**config.mk**
```make
export PLATFORM = sky130hd
export DESIGN_NAME = router_b_seq
export DESIGN_NICKNAME = d
export VERILOG_FILES = /design/src/rtl/router_b_pkg.sv /design/src/rtl/router_b_decode.sv /design/src/rtl/router_b_seq.sv
export SDC_FILE = /design/constraint.sdc
export NUM_CORES = 1
export LEC_CHECK = 0
export ABC_CLOCK_PERIOD_IN_PS = 3010
export BUFFER_PORTS_ARGS = -buffer_cell sky130_fd_sc_hd__buf_2
export CAP_MARGIN = 5
export CORE_UTILIZATION = 51
export CTS_CLUSTER_SIZE = 10
export DETAILED_ROUTE_END_ITERATION = 10
export PLACE_DENSITY = 0.78
export SETUP_SLACK_MARGIN = 0.4
export SLEW_MARGIN = 25
export SYNTH_ARGS = -nofsm -noshare
export SYNTH_HDL_FRONTEND = slang
export SYNTH_SLANG_ARGS = --single-unit
```
**constraint.sdc**
```tcl
create_clock -name clk -period 3.01 [get_ports clk]
set_input_delay 0.4515 -clock clk [delete_from_list [all_inputs] [get_ports clk]]
set_output_delay 0.4515 -clock clk [all_outputs]
set_load 0.02 [all_outputs]
```
**src/rtl/router_b_pkg.sv**
```systemverilog
// Shared encodings and types for the router_b micro-op sequencer.
package router_b_pkg;

    localparam logic [3:0] OP_NOP  = 4'd0;
    localparam logic [3:0] OP_ADD  = 4'd1;
    localparam logic [3:0] OP_SUB  = 4'd2;
    localparam logic [3:0] OP_RSUB = 4'd3;
    localparam logic [3:0] OP_MOVA = 4'd4;
    localparam logic [3:0] OP_MOVB = 4'd5;
    localparam logic [3:0] OP_INC  = 4'd6;
    localparam logic [3:0] OP_DEC  = 4'd7;
    localparam logic [3:0] OP_ACCQ = 4'd8;
    localparam logic [3:0] OP_ACCD = 4'd9;
    localparam logic [3:0] OP_NEGB = 4'd10;
    localparam logic [3:0] OP_ABSA = 4'd11;

    localparam logic [1:0] SELR_A    = 2'b00;
    localparam logic [1:0] SELR_RQ   = 2'b01;
    localparam logic [1:0] SELR_ZERO = 2'b10;
    localparam logic [1:0] SELR_ONES = 2'b11;
    localparam logic [1:0] SELS_B    = 2'b00;
    localparam logic [1:0] SELS_RD   = 2'b01;
    localparam logic [1:0] SELS_ZERO = 2'b10;
    localparam logic [1:0] SELS_ONES = 2'b11;
    localparam logic [1:0] IMM_ZERO  = 2'b00;
    localparam logic [1:0] IMM_P1    = 2'b01;
    localparam logic [1:0] IMM_M1    = 2'b10;

    typedef enum logic [2:0] {ST_IDLE, ST_PROBE, ST_ISSUE, ST_WAIT, ST_WB} state_e;

    typedef struct packed {
        logic [1:0] sel_R;
        logic [1:0] sel_S;
        logic       inv_R;
        logic       inv_S;
        logic [1:0] sel_I;
    } rcfg_t;

    // Parked config routes 0 + 0 + 0; the probe config exposes raw A on R.
    localparam rcfg_t CFG_PARK  = {SELR_ZERO, SELS_ZERO, 1'b0, 1'b0, IMM_ZERO};
    localparam rcfg_t CFG_PROBE = {SELR_A, SELS_ZERO, 1'b0, 1'b0, IMM_ZERO};

endpackage

```
**src/rtl/router_b_decode.sv**
```systemverilog
// Combinational opcode -> router config map; ABSA resolves on the probed sign.
module router_b_decode
    import router_b_pkg::*;
(
    input  logic [3:0] op_i,
    input  logic       msb_r_i,
    output rcfg_t      cfg_o,
    output logic       illegal_o,
    output logic       is_abs_o
);

    always_comb begin
        cfg_o     = CFG_PARK;
        illegal_o = 1'b0;
        is_abs_o  = 1'b0;
        case (op_i)
            OP_NOP:  cfg_o = CFG_PARK;
            OP_ADD:  cfg_o = {SELR_A,    SELS_B,    1'b0, 1'b0, IMM_ZERO};
            OP_SUB:  cfg_o = {SELR_A,    SELS_B,    1'b0, 1'b1, IMM_P1};
            OP_RSUB: cfg_o = {SELR_A,    SELS_B,    1'b1, 1'b0, IMM_P1};
            OP_MOVA: cfg_o = {SELR_A,    SELS_ZERO, 1'b0, 1'b0, IMM_ZERO};
            OP_MOVB: cfg_o = {SELR_ZERO, SELS_B,    1'b0, 1'b0, IMM_ZERO};
            OP_INC:  cfg_o = {SELR_A,    SELS_ZERO, 1'b0, 1'b0, IMM_P1};
            OP_DEC:  cfg_o = {SELR_A,    SELS_ZERO, 1'b0, 1'b0, IMM_M1};
            OP_ACCQ: cfg_o = {SELR_RQ,   SELS_B,    1'b0, 1'b0, IMM_ZERO};
            OP_ACCD: cfg_o = {SELR_A,    SELS_RD,   1'b0, 1'b0, IMM_ZERO};
            OP_NEGB: cfg_o = {SELR_ZERO, SELS_B,    1'b0, 1'b1, IMM_P1};
            OP_ABSA: begin
                is_abs_o = 1'b1;
                cfg_o    = msb_r_i ? rcfg_t'({SELR_A, SELS_ZERO, 1'b1, 1'b0, IMM_P1})
                                   : rcfg_t'({SELR_A, SELS_ZERO, 1'b0, 1'b0, IMM_ZERO});
            end
            default: illegal_o = 1'b1;
        endcase
    end

endmodule

```
**src/rtl/router_b_seq.sv**
```systemverilog
// Micro-op sequencer: accepts one op, holds router config across the adder
// latency, then strobes the write-back with destination and tag.
module router_b_seq
    import router_b_pkg::*;
#(
    parameter int ALU_LAT = 2,
    parameter int TAG_W   = 4
) (
    input  logic             clk,
    input  logic             rst,
    input  logic             in_valid,
    output logic             in_ready,
    input  logic [3:0]       in_op,
    input  logic             in_dst,
    input  logic [TAG_W-1:0] in_tag,
    input  logic             msb_R,
    output logic [1:0]       sel_R,
    output logic [1:0]       sel_S,
    output logic             inv_R,
    output logic             inv_S,
    output logic [1:0]       sel_I,
    output logic             alu_en,
    output logic             res_wr,
    output logic             res_dst,
    output logic [TAG_W-1:0] res_tag,
    output logic             busy,
    output logic             op_err
);

    localparam logic [3:0] LAT_M1 = 4'(ALU_LAT - 1);

    state_e           state_q, state_d;
    logic [3:0]       cnt_q, cnt_d;
    rcfg_t            cfg_q, cfg_d;
    logic [3:0]       op_q, op_d;
    logic             dst_q, dst_d;
    logic [TAG_W-1:0] tag_q, tag_d;
    logic             err_q, err_d;
    logic             alu_en_q, res_wr_q;

    logic [3:0] dec_op;
    rcfg_t      dec_cfg;
    logic       dec_illegal, dec_abs;

    // Outside IDLE the only pending decode is the ABSA issue after its probe.
    assign dec_op = (state_q == ST_IDLE) ? in_op : op_q;

    router_b_decode u_dec (
        .op_i      (dec_op),
        .msb_r_i   (msb_R),
        .cfg_o     (dec_cfg),
        .illegal_o (dec_illegal),
        .is_abs_o  (dec_abs)
    );

    always_comb begin
        state_d = state_q;
        cnt_d   = cnt_q;
        cfg_d   = cfg_q;
        op_d    = op_q;
        dst_d   = dst_q;
        tag_d   = tag_q;
        err_d   = 1'b0;
        case (state_q)
            ST_IDLE: begin
                if (in_valid) begin
                    op_d  = in_op;
                    dst_d = in_dst;
                    tag_d = in_tag;
                    if (dec_illegal) begin
                        err_d = 1'b1;
                    end else if (dec_abs) begin
                        state_d = ST_PROBE;
                        cfg_d   = CFG_PROBE;
                    end else if (in_op != OP_NOP) begin
                        state_d = ST_ISSUE;
                        cfg_d   = dec_cfg;
                        cnt_d   = LAT_M1;
                    end
                end
            end
            ST_PROBE: begin
                state_d = ST_ISSUE;
                cfg_d   = dec_cfg;
                cnt_d   = LAT_M1;
            end
            ST_ISSUE, ST_WAIT: begin
                if (cnt_q == 4'd0) begin
                    state_d = ST_WB;
                end else begin
                    cnt_d   = cnt_q - 4'd1;
                    state_d = ST_WAIT;
                end
            end
            ST_WB: begin
                state_d = ST_IDLE;
                cfg_d   = CFG_PARK;
            end
            default: begin
                state_d = ST_IDLE;
                cfg_d   = CFG_PARK;
            end
        endcase
    end

    always_ff @(posedge clk or posedge rst) begin
        if (rst) begin
            state_q  <= ST_IDLE;
            cnt_q    <= '0;
            cfg_q    <= CFG_PARK;
            op_q     <= OP_NOP;
            dst_q    <= 1'b0;
            tag_q    <= '0;
            err_q    <= 1'b0;
            alu_en_q <= 1'b0;
            res_wr_q <= 1'b0;
        end else begin
            state_q  <= state_d;
            cnt_q    <= cnt_d;
            cfg_q    <= cfg_d;
            op_q     <= op_d;
            dst_q    <= dst_d;
            tag_q    <= tag_d;
            err_q    <= err_d;
            alu_en_q <= (state_d == ST_ISSUE);
            res_wr_q <= (state_d == ST_WB);
        end
    end

    assign in_ready = (state_q == ST_IDLE);
    assign busy     = (state_q != ST_IDLE);
    assign sel_R    = cfg_q.sel_R;
    assign sel_S    = cfg_q.sel_S;
    assign inv_R    = cfg_q.inv_R;
    assign inv_S    = cfg_q.inv_S;
    assign sel_I    = cfg_q.sel_I;
    assign alu_en   = alu_en_q;
    assign res_wr   = res_wr_q;
    assign res_dst  = dst_q;
    assign res_tag  = tag_q;
    assign op_err   = err_q;

endmodule

```
Word-level counts from Yosys, hierarchy flattened. Cells that the tools add are included.

Register bits: 27. Input bits: 13. Output and inout bits: 18.

Add/sub/neg operators: 1. Eq/ne operators: 22. Multiplexer cells: 24. Bitwise logic cells: 1. Reduce and logical (&&, ||, !) cells: 11.

Operators by type and width (count): 8-bit case mux with 11 select lines (1); 8-bit 2-to-1 mux (4); 4-bit 2-to-1 mux (7); 8-bit case mux with 3 select lines (1); 4-bit by 3-bit equality test with 1-bit output, second input constant (4); 4-bit equality test, second input constant (4); 3-bit 2-to-1 mux (5); 4-bit case mux with 3 select lines (1); 12-bit OR reduction (1); 3-bit by 2-bit equality test with 1-bit output, second input constant (3); 3-bit case mux with 3 select lines (1); 4-bit by 2-bit equality test with 1-bit output, second input constant (2); 4-bit logical NOT (2); 2-bit inequality test, second input constant (4); 6-bit AND reduction (1); 3-bit nonzero test (2); 4-bit by 1-bit equality test with 1-bit output, second input constant (1); 1-bit 2-to-1 mux (4); 4-bit AND reduction (1); 4-bit nonzero test (1); 4-bit by 1-bit subtractor with 4-bit output, second input constant (1); 3-bit by 1-bit equality test with 1-bit output, second input constant (1); 3-bit equality test, second input constant (1); 3-bit logical NOT (1); other kinds (5) (5).

Longest topological paths before layout. Gate-level depths: netlist of run 1.

Depth in word-level cells: 9. Depth in mapped cells: 6.

Cells and area by module. Synthesis of run 1 repeated with hierarchy kept, for this count alone.

Cell total of the unflattened synthesis: 127. Area total of the unflattened synthesis: 1390.1 sq um.

Modules (own cells, without submodules): router_b_seq (times used 1, cells each 105, area each 1249.9 sq um, sequential area each 678.2 sq um); router_b_decode (times used 1, cells each 22, area each 140.1 sq um, sequential area each 0.0 sq um).

Worst setup path after synthesis of run 1. No wires, ideal clock.

Kind: flip-flop to flip-flop. Start: reg state_q[1]. End: reg cfg_q (netlist bit sel_I[0]). Setup time: 0.103 ns. Arrival: 1.900 ns. Path slack: 1.007 ns. Stages on the path, launching flop included: 7. Path buffers: 1. Clock period less this slack: 2.003 ns. Path through: dfrtp_1 -> buf_6 -> or3_4 -> inv_2 -> mux2i_1 -> a32oi_1 -> o41ai_2.

Cells in the longest elaborated chain, start to end: 9. Elaborated cells between the ends (all ways): 31.

Ends and longest elaborated chain: start, declared (RTL line router_b_seq.sv:32) `state_e state_q, state_d;`; start signal, assigned (RTL line router_b_seq.sv:118) `state_q <= state_d;`; 3-bit logical NOT *; named net in_ready (RTL line router_b_seq.sv:12) `output logic in_ready,`; 4-bit 2-to-1 mux (RTL line router_b_seq.sv:46) `assign dec_op = (state_q == ST_IDLE) ? in_op : op_q;`; 4-bit equality test, or another cell as far along (RTL line router_b_decode.sv:16) `case (op_i)`; 8-bit case mux with 11 select lines (RTL line router_b_decode.sv:16); 8-bit 2-to-1 mux (RTL line router_b_seq.sv:75) `end else if (in_op != OP_NOP) begin`; 8-bit 2-to-1 mux (RTL line router_b_seq.sv:72) `end else if (dec_abs) begin`; 8-bit 2-to-1 mux (RTL line router_b_seq.sv:70) `if (dec_illegal) begin`; 8-bit 2-to-1 mux (RTL line router_b_seq.sv:66) `if (in_valid) begin`; 8-bit case mux with 3 select lines (RTL line router_b_seq.sv:64) `case (state_q)`; end signal, assigned (RTL line router_b_seq.sv:120) `cfg_q <= cfg_d;`; end, declared (RTL line router_b_seq.sv:34) `rcfg_t cfg_q, cfg_d;`.

The timed path passes the listed nets; every way through them passes the cells marked *. The select of a mux whose other input is x is not followed. A chain may end at the register's enable or synchronous reset.

Final worst setup path of run 1.
Start: reg state_q[0]. End: reg cfg_q (netlist bit sel_I[0]).

Cells in the longest elaborated chain, start to end: 9. Elaborated cells between the ends (all ways): 31.

Ends and longest elaborated chain (RTL line): 3-bit logical NOT (router_b_seq.sv:46, router_b_seq.sv:64); 4-bit 2-to-1 mux (router_b_seq.sv:46); 4-bit equality test, or another cell as far along (router_b_decode.sv:16); 8-bit case mux with 11 select lines (router_b_decode.sv:16); 8-bit 2-to-1 mux (router_b_seq.sv:75); 8-bit 2-to-1 mux (router_b_seq.sv:72); 8-bit 2-to-1 mux (router_b_seq.sv:70); 8-bit 2-to-1 mux (router_b_seq.sv:66); 8-bit case mux with 3 select lines (router_b_seq.sv:64).

Parallel ways exist; a longest one is shown, timed or not. The select of a mux whose other input is x is not followed.

==> impl_metrics.prom, run 1 <==
# TYPE chip_impl_metric gauge
chip_impl_info{name="run_status",value="finished, violations left"} 1
chip_impl_info{name="failed_checks",value="design-rule violations"} 1
chip_impl_info{name="synth_top_cells_by_area",value="sky130_fd_sc_hd__dfrtp_1 39%, sky130_fd_sc_hd__mux2_2 9.2%, sky130_fd_sc_hd__dfstp_2 3.3%"} 1
chip_impl_metric{name="timing.final.hold_violations",unit=""} 0
chip_impl_metric{name="gpl.final_weighted_congestion",unit=""} 1.05
chip_impl_metric{name="static_leak",unit="nW"} 0.776
chip_impl_metric{name="drt_first_pass_iters",unit=""} 7
chip_impl_metric{name="globalRoute.totalOverflow",unit=""} 0
chip_impl_metric{name="arrival",unit="ns"} 2.59
chip_impl_metric{name="distinct_cell_type_count_of_the_synthesized_netlist",unit=""} 46
chip_impl_metric{name="yosys_register_bits",unit=""} 27
chip_impl_metric{name="mappedNetlistNets",unit=""} 172
chip_impl_metric{name="timing.final.max_slew_violations",unit=""} 0
chip_impl_metric{name="synthToLayoutAreaGrowth",unit="%"} 10.3
chip_impl_metric{name="clkTransAtPathRegs",unit="ns"} 0.14
chip_impl_metric{name="number_of_antenna_violations_at_the_first_check_in_global_routing",unit=""} 0
chip_impl_info{name="setup_repair_after_global_routing_missed_its_margin",value="false"} 1
chip_impl_metric{name="grt_pass1_vias",unit=""} 1296
chip_impl_metric{name="initial_utilization",unit="%"} 55.6
chip_impl_metric{name="clock_insertion_delay_worst_skew",unit="ns"} 0.33
chip_impl_metric{name="ctsHtreeMaxLevel",unit=""} 1
chip_impl_metric{name="finish.utilization",unit="%"} 61.3
chip_impl_metric{name="final_net_count",unit=""} 198
chip_impl_metric{name="grt_max_degree",unit=""} 28
chip_impl_metric{name="drive_gt1_share",unit="%"} 31.7
chip_impl_metric{name="drtAntennaViolNets",unit=""} 0
chip_impl_metric{name="cts-root-to-sink-buffers",unit=""} 2
chip_impl_metric{name="period_minus_slack",unit="ns"} 2.35
chip_impl_metric{name="row_count",unit=""} 19
chip_impl_metric{name="detailedPlacementHpwl",unit="mm"} 2.76
chip_impl_metric{name="detail_routed_net_length_per_standard_cell",unit="um"} 17.3
chip_impl_metric{name="worstPathRequired",unit="ns"} 3.25
chip_impl_metric{name="met3_routed_length",unit="um"} 385
chip_impl_metric{name="worst_pin_slew",unit="ns"} 0.793
chip_impl_info{name="route.top_layer_used",value="met4"} 1
chip_impl_metric{name="wirelength_met1",unit="mm"} 1.53
chip_impl_metric{name="fin_crit_sh",unit="%"} 77.9
chip_impl_info{name="endpoint_kind",value="flip-flop"} 1
chip_impl_metric{name="pin_count",unit=""} 31
chip_impl_info{name="startpoint_type",value="flip-flop"} 1
chip_impl_metric{name="die-height",unit="um"} 57.8
chip_impl_metric{name="timing.fmax",unit="GHz"} 0.426
chip_impl_metric{name="peakVddDrop",unit="mV"} 0.613
chip_impl_metric{name="tritoncts_num_sinks",unit=""} 27
chip_impl_metric{name="maxSlewHeadroom",unit="%"} 46.7
chip_impl_metric{name="clock_skew",unit="ns"} 0.00846
chip_impl_metric{name="route.met2.wl",unit="mm"} 1.67
chip_impl_metric{name="cts_hold_buffers",unit=""} 0
chip_impl_info{name="hold_crit_path_type",value="input pin to asynchronous set/reset pin"} 1
chip_impl_metric{name="antenna_cells",unit=""} 0
chip_impl_metric{name="tritoncts.num_buffers",unit=""} 3
chip_impl_metric{name="average_instance_area_after_synthesis",unit="um^2"} 10.0
chip_impl_info{name="yosysMostFrequentCell",value="sky130_fd_sc_hd__dfrtp_1"} 1
chip_impl_metric{name="vias",unit=""} 1407
chip_impl_metric{name="drc",unit=""} 1
chip_impl_metric{name="routed_wl",unit="mm"} 3.70
chip_impl_metric{name="synth_seq_area_share",unit="%"} 42.8
chip_impl_info{name="cts_tree",value="built"} 1
chip_impl_info{name="critPathKind",value="flip-flop to flip-flop"} 1
chip_impl_metric{name="n_fill_cell",unit=""} 252
chip_impl_metric{name="drtIter0Drc",unit=""} 100
chip_impl_metric{name="ctsResizeCount",unit=""} 0
chip_impl_metric{name="die-area",unit="um^2"} 3340
chip_impl_info{name="yosys-top-cells-count",value="25 x sky130_fd_sc_hd__dfrtp_1, 13 x sky130_fd_sc_hd__mux2_2, 12 x sky130_fd_sc_hd__nand2_1"} 1
chip_impl_metric{name="vias_per_cell",unit=""} 6.57
chip_impl_metric{name="place.port_buffers",unit=""} 30
chip_impl_metric{name="edff_count_synth",unit=""} 0
chip_impl_metric{name="path_max_fanout",unit=""} 13
chip_impl_metric{name="timing.setup.tns",unit="ns"} 0
chip_impl_metric{name="timing.max_cap.violations",unit=""} 0
chip_impl_metric{name="synth.yosys.warnings",unit=""} 0
chip_impl_info{name="synthFlopType",value="sky130_fd_sc_hd__dfrtp_1"} 1
chip_impl_info{name="clock-root-buffer",value="sky130_fd_sc_hd__clkbuf_4"} 1
chip_impl_info{name="synthDominantAreaCellType",value="sky130_fd_sc_hd__dfrtp_1"} 1
chip_impl_metric{name="synth-async-reset-ratio",unit="%"} 100
chip_impl_metric{name="grt_use_total",unit="%"} 24.2
chip_impl_metric{name="netlist_instances",unit=""} 158
chip_impl_metric{name="setup_viol_count_final",unit=""} 0
chip_impl_metric{name="synth_cell_area",unit="um^2"} 1590
chip_impl_metric{name="cellPowerDensity",unit="nW/um^2"} 1070
chip_impl_metric{name="chip_width",unit="um"} 57.8
chip_impl_metric{name="grt_pass1_wl",unit="mm"} 6.08
chip_impl_metric{name="synth_top_cell_area_share",unit="%"} 39.5
chip_impl_metric{name="core_area",unit="um^2"} 2850
chip_impl_metric{name="reg2regPathDepth",unit=""} 5
chip_impl_metric{name="cts_setup_buffers",unit=""} 0
## worst max-delay path, stage by stage (launching register included)
cell,delay [ns]
sky130_fd_sc_hd__dfrtp_1,0.61
sky130_fd_sc_hd__or3_4,0.32
sky130_fd_sc_hd__inv_2,0.12
sky130_fd_sc_hd__a21boi_0,0.66
sky130_fd_sc_hd__a32oi_1,0.18
sky130_fd_sc_hd__o41ai_2,0.37
## layer usage
metal	vias up	track usage, %
li1	640	-
met1	653	33.8
met2	99	36.5
met3	15	4.02
met4	0	12.6
met5	-	0
## per-stage QoR
step,instances,total power [mW],hold WS (ns),cell area [um^2],worst slack (ns)
global route,214,1.98,0.196,1750,0.562
CTS,214,1.86,0.334,1750,0.705
finish,214,1.87,0.147,1750,0.665
global placement,210,1.65,0.477,1720,0.859
detailed placement,210,1.70,0.476,1720,0.727
floorplan,158,1.44,0.461,1590,1.01
## layout by cell type, fill, tap and decap left out, types with 3 or more instances in the layout
master                       n
sky130_fd_sc_hd__buf_2      30
sky130_fd_sc_hd__dfrtp_1    25
sky130_fd_sc_hd__mux2_2     13
sky130_fd_sc_hd__nand2_1    12
sky130_fd_sc_hd__nor2_1      9
sky130_fd_sc_hd__o21ai_0     8
sky130_fd_sc_hd__inv_1       7
sky130_fd_sc_hd__nor3_1      5
sky130_fd_sc_hd__o211ai_1    5
sky130_fd_sc_hd__nand3_1     4
sky130_fd_sc_hd__a21oi_1     4
sky130_fd_sc_hd__or3_1       4
sky130_fd_sc_hd__o2bb2ai_1   4
sky130_fd_sc_hd__nor4_1      3
sky130_fd_sc_hd__or4_1       3
sky130_fd_sc_hd__a31oi_1     3
sky130_fd_sc_hd__mux2i_1     3
sky130_fd_sc_hd__a21o_1      3
sky130_fd_sc_hd__clkbuf_4    3
## where the power goes
group	leakage, nW	switching, mW	internal (mW)	total, mW
Combinational	0.423	0.617	0.413	1.03
Clock	0.0150	0.107	0.0520	0.159
Sequential	0.338	0.166	0.516	0.683
Total	0.776	0.890	0.981	1.87
## registers in the layout, summed over array words and instances (netlist names)
register  flops
cnt_q         4
sel_S         2
sel_I         2
res_tag       4
inv_R         1
op_err        1
res_dst       1
res_wr        1
sel_R         2
alu_en        1
inv_S         1
state_q       3
op_q          4
## cells by family (layout without fill, tap and decap cells)
| kind of cell | after synthesis | count (layout) | share of synthesized area [%] |
|---|---|---|---|
| and+or+nand+nor | 53 | 53 | 18.2 |
| AOI/OAI and AO/OA | 42 | 42 | 20.4 |
| DFF | 27 | 27 | 42.8 |
| buffers and inverters | 18 | 43 | 5.37 |
| muxes | 17 | 17 | 12.5 |
| adders and majority gates | 1 | 1 | 0.789 |
## worst paths after layout
check                           startpoint  endpoint  slack (ns)
worst max-delay path            state_q[0]  sel_I[0]        0.66
worst min-delay path                   rst  sel_S[0]        0.15
worst max register to register  state_q[0]  sel_I[0]        0.66
worst min register to register    sel_I[1]  sel_I[1]        0.51
max in group asynchronous              rst  sel_R[1]        2.49
min in group clk                    in_dst   res_dst        0.34
## layout make-up
| cell class | count | area, um^2 | area share [%] |
|---|---|---|---|
| clock buffer | 4 | 26.3 | 1.50 |
| multi-input combinational | 113 | 822 | 47.0 |
| tap | 31 | 38.8 | 2.22 |
| timing repair buffer | 30 | 150 | 8.58 |
| sequential | 27 | 678 | 38.8 |
| inverter | 9 | 33.8 | 1.93 |
Note: power is estimated with default switching activity, not from simulation.
==> inputs of run 2 (changes only) <==
- ABC_AREA: default -> 1
- ABC_CLOCK_PERIOD_IN_PS: 3010 -> 2000
- CORE_UTILIZATION: 51 -> 48
- PLACE_DENSITY: 0.78 -> 0.77
- clock period: 3.01 -> 2 ns (I/O delays scaled with it)
==> run 2 against run 1 <==
Compared with the run above: the flow still finishes with violations (design-rule violations); global-route usage is 4.6 points lower; non-clock buffer count is 14 higher; core utilization rose by 5.8 points; sequential cell count did not move; final cell count grew 27%.
==> impl_metrics.prom, run 2 <==
# TYPE chip_impl_metric gauge
chip_impl_info{name="synthDominantAreaCellType",value="sky130_fd_sc_hd__dfrtp_1"} 1
chip_impl_metric{name="vias",unit=""} 1384
chip_impl_info{name="mostFrequentLayoutCell",value="sky130_fd_sc_hd__nand2_1"} 1
chip_impl_metric{name="critical_path.max_stage_delay",unit="ns"} 0.44
chip_impl_info{name="failed_checks",value="design-rule violations"} 1
chip_impl_metric{name="grt_pass1_vias",unit=""} 1237
chip_impl_metric{name="drt_first_pass_iters",unit=""} 10
chip_impl_metric{name="number_of_antenna_violations_at_the_first_check_in_global_routing",unit=""} 0
chip_impl_info{name="mostFrequentLayoutCells",value="69 x sky130_fd_sc_hd__nand2_1, 29 x sky130_fd_sc_hd__buf_2, 25 x sky130_fd_sc_hd__dfrtp_1"} 1
chip_impl_metric{name="p_sw_share",unit="%"} 50.3
chip_impl_metric{name="post_synthesis_compound_gate_area_fraction",unit="%"} 3.18
chip_impl_metric{name="timing.max_cap.violations",unit=""} 0
chip_impl_metric{name="power.clock.fraction",unit="%"} 6.8
chip_impl_metric{name="synthToLayoutAreaGrowth",unit="%"} 28.0
chip_impl_metric{name="arrival",unit="ns"} 1.87
chip_impl_metric{name="seqPwrFrac",unit="%"} 26.8
chip_impl_metric{name="static_leak",unit="nW"} 1.09
chip_impl_metric{name="grt_pass1_wl",unit="mm"} 5.09
chip_impl_metric{name="place.port_buffers",unit=""} 30
chip_impl_metric{name="detailed_place.area",unit="um^2"} 1680
chip_impl_metric{name="clock_insertion_delay_worst_skew",unit="ns"} 0.32
chip_impl_metric{name="drive_gt1_share",unit="%"} 34.4
chip_impl_metric{name="share_comb_of_total_power",unit="%"} 66.4
chip_impl_metric{name="synth-simple-area-share",unit="%"} 41.5
chip_impl_metric{name="maxSlewHeadroom",unit="%"} 67.6
chip_impl_info{name="run_status",value="finished, violations left"} 1
chip_impl_info{name="synthFlopType",value="sky130_fd_sc_hd__dfrtp_1"} 1
chip_impl_metric{name="netlist_instances",unit=""} 194
chip_impl_metric{name="cellPowerDensity",unit="nW/um^2"} 1790
chip_impl_metric{name="path_max_fanout",unit=""} 7
chip_impl_metric{name="die-height",unit="um"} 57.8
chip_impl_info{name="synth_top_cells_by_area",value="sky130_fd_sc_hd__dfrtp_1 42%, sky130_fd_sc_hd__nand2_1 18%, sky130_fd_sc_hd__nor2_1 5.8%"} 1
chip_impl_metric{name="final_net_count",unit=""} 256
chip_impl_metric{name="n_fill_cell",unit=""} 218
chip_impl_info{name="crit_path_cell_trace",value="nor2_4 > buf_6 > nand3_2 > nand2_2 > nand3_4 > nand2_2 > nor2_4 > nand2_8 > inv_6 > nand2_1 > nand2_1"} 1
chip_impl_info{name="critPathKind",value="flip-flop to flip-flop"} 1
chip_impl_info{name="clock-root-buffer",value="sky130_fd_sc_hd__clkbuf_4"} 1
chip_impl_metric{name="mappedNetlistNets",unit=""} 208
chip_impl_metric{name="chip_width",unit="um"} 57.8
chip_impl_metric{name="period_minus_slack",unit="ns"} 1.64
chip_impl_metric{name="detail_routed_net_length_per_standard_cell",unit="um"} 12.6
chip_impl_metric{name="average_instance_area_after_synthesis",unit="um^2"} 7.71
chip_impl_metric{name="core_area",unit="um^2"} 2850
chip_impl_metric{name="fin_area",unit="um^2"} 1920
chip_impl_metric{name="cts-root-to-sink-buffers",unit=""} 2
chip_impl_metric{name="worst_pin_slew",unit="ns"} 0.485
chip_impl_metric{name="grt_max_degree",unit=""} 16
chip_impl_metric{name="vias_per_cell",unit=""} 5.09
chip_impl_metric{name="edff_count_synth",unit=""} 0
chip_impl_metric{name="worstPathRequired",unit="ns"} 2.23
chip_impl_metric{name="ctsHtreeMaxLevel",unit=""} 1
chip_impl_metric{name="final_cells",unit=""} 272
chip_impl_metric{name="drtIter0Drc",unit=""} 39
chip_impl_metric{name="synth_xor_xnor_area_share",unit="%"} 1.17
chip_impl_metric{name="synth_seq_area_share",unit="%"} 45.3
chip_impl_metric{name="distinct_cell_type_count_of_the_synthesized_netlist",unit=""} 27
chip_impl_metric{name="clkTransAtPathRegs",unit="ns"} 0.14
chip_impl_metric{name="clock_skew",unit="ns"} 0.00901
chip_impl_metric{name="initial_utilization",unit="%"} 52.5
chip_impl_metric{name="detailedPlacementHpwl",unit="mm"} 2.18
chip_impl_metric{name="tritoncts_num_sinks",unit=""} 27
chip_impl_metric{name="routed_wl",unit="mm"} 3.44
chip_impl_info{name="cts_tree",value="built"} 1
chip_impl_metric{name="yosys_register_bits",unit=""} 27
chip_impl_metric{name="synthMuxAreaShare",unit="%"} 0
chip_impl_metric{name="gpl.final_weighted_congestion",unit=""} 0.944
chip_impl_metric{name="antenna_cells",unit=""} 0
chip_impl_metric{name="timing.final.hold_violations",unit=""} 0
chip_impl_metric{name="fin_crit_sh",unit="%"} 82.2
chip_impl_metric{name="synth.yosys.warnings",unit=""} 0
chip_impl_metric{name="timing.setup.tns",unit="ns"} 0
chip_impl_metric{name="yosys.area_share.adder",unit="%"} 0.836
chip_impl_metric{name="row_count",unit=""} 19
chip_impl_info{name="synth_top_family_by_area",value="simple AND/OR/NAND/NOR gates"} 1
chip_impl_info{name="critical-path-slowest-cell",value="sky130_fd_sc_hd__dfrtp_1"} 1
chip_impl_metric{name="register_area",unit="um^2"} 678
chip_impl_metric{name="pin_count",unit=""} 31
chip_impl_metric{name="synth-async-reset-ratio",unit="%"} 100
chip_impl_metric{name="setup_viol_count_final",unit=""} 0
chip_impl_info{name="startpoint_type",value="flip-flop"} 1
chip_impl_metric{name="globalRoute.totalOverflow",unit=""} 0
chip_impl_metric{name="power.switching",unit="mW"} 1.73
chip_impl_metric{name="peakVddDrop",unit="mV"} 0.835
chip_impl_metric{name="die-area",unit="um^2"} 3340
chip_impl_metric{name="synth_top_cell_area_share",unit="%"} 41.8
chip_impl_info{name="yosysMostFrequentCell",value="sky130_fd_sc_hd__nand2_1"} 1
chip_impl_info{name="endpoint_kind",value="flip-flop"} 1
chip_impl_metric{name="place_inst",unit=""} 255
chip_impl_metric{name="grt_use_total",unit="%"} 19.6
chip_impl_info{name="setup_repair_after_global_routing_missed_its_margin",value="true"} 1
chip_impl_metric{name="tritoncts.num_buffers",unit=""} 3
chip_impl_metric{name="multiInputGateArea",unit="um^2"} 791
chip_impl_metric{name="synth_cell_area",unit="um^2"} 1500
chip_impl_info{name="hold_crit_path_type",value="input pin to flip-flop"} 1
chip_impl_metric{name="timing.final.max_slew_violations",unit=""} 0
chip_impl_metric{name="timing.fmax",unit="GHz"} 0.608
chip_impl_metric{name="drc",unit=""} 2
chip_impl_info{name="yosys-top-cells-count",value="72 x sky130_fd_sc_hd__nand2_1, 25 x sky130_fd_sc_hd__dfrtp_1, 23 x sky130_fd_sc_hd__nor2_1"} 1
chip_impl_metric{name="cell_internal_pwr",unit="mW"} 1.71
chip_impl_metric{name="drtAntennaViolNets",unit=""} 0
## run 2: cell count changes after synthesis, moves of 4 or more
cell	change
sky130_fd_sc_hd__o211ai_1	-5
sky130_fd_sc_hd__nand3_2	+4
sky130_fd_sc_hd__nand2_1	+60
sky130_fd_sc_hd__or3_1	-4
sky130_fd_sc_hd__o2bb2ai_1	-4
sky130_fd_sc_hd__nand3_1	+6
sky130_fd_sc_hd__o21ai_1	+4
sky130_fd_sc_hd__clkbuf_1	-4
sky130_fd_sc_hd__nand2_4	+7
sky130_fd_sc_hd__o21ai_0	-5
sky130_fd_sc_hd__nor3_1	-4
sky130_fd_sc_hd__mux2_2	-13
sky130_fd_sc_hd__inv_1	+11
sky130_fd_sc_hd__nor2_1	+14
## run 2: logic make-up after synthesis
kind of cell    count (synthesis)
flops                          27
compound gates                  9
simple gates                  128
fa+ha+maj                       1
buf+inv                        27
xor+xnor                        2
## run 2: final timing paths
path	start	to	slack (ns)	depth (start not counted)
max reg2reg	state_q[2]	cnt_q[3]	0.36	11
min	in_tag[3]	res_tag[3]	0.16	3
min in group asynchronous	rst	res_wr	0.51	3
max in group asynchronous	rst	sel_S[0]	0.90	4
max	state_q[2]	cnt_q[3]	0.36	11
min reg2reg	sel_S[1]	sel_S[1]	0.47	2
## run 2: area by class of cell
class                   count  area share, %
multi-input cells         142           41.3
flip-flops and latches     27           35.4
repair buffers             44           14.4
inverters                  24           5.55
well taps                  31           2.02
clock buffers               4           1.37
## run 2: worst max-delay path, delay by kind of cell, from the launching register on
kind | cells | cell delay [ns]
simple gates | 9 | 0.89
flops | 1 | 0.44
buf+inv | 2 | 0.19
## run 2: stage by stage
stage                     hold slack [ns]  util [%]  power (mW)  setup slack [ns]
after CTS                           0.163      61.2        2.96             0.363
after global routing                0.171      67.1        3.70             0.210
final                               0.164      67.1        3.44             0.355
after floorplan                     0.351         -        2.32             0.553
after detailed placement            0.339      58.9        2.66             0.273
after global placement              0.330      58.9        2.64             0.353
## run 2: repair_timing
action,in CTS,in global routing
gates cloned,0,2
endpoints found under the hold margin,10,0
pin swaps,1,7
hold buffers,1,0
resized for setup,3,25
setup endpoints to repair,14,15
buffers inserted,2,8
## run 2: power by group through the flow
stage                     Clock [mW]  Combinational (mW)  Sequential (mW)
after global placement             0                1.73            0.916
after floorplan                    0                1.26             1.06
after CTS                      0.241                1.81            0.915
final                          0.233                2.28            0.922
after global routing           0.252                2.50            0.947
after detailed placement           0                1.74            0.923
## run 2: metal layers
layer  global-route usage (%)  vias to the layer above  wire length (um)
met5                        0                        -                 0
met4                     6.46                        0                39
met3                     2.01                        5               111
met2                     33.3                       35              1750
met1                     26.3                      652              1530
li1                         -                      692                 -
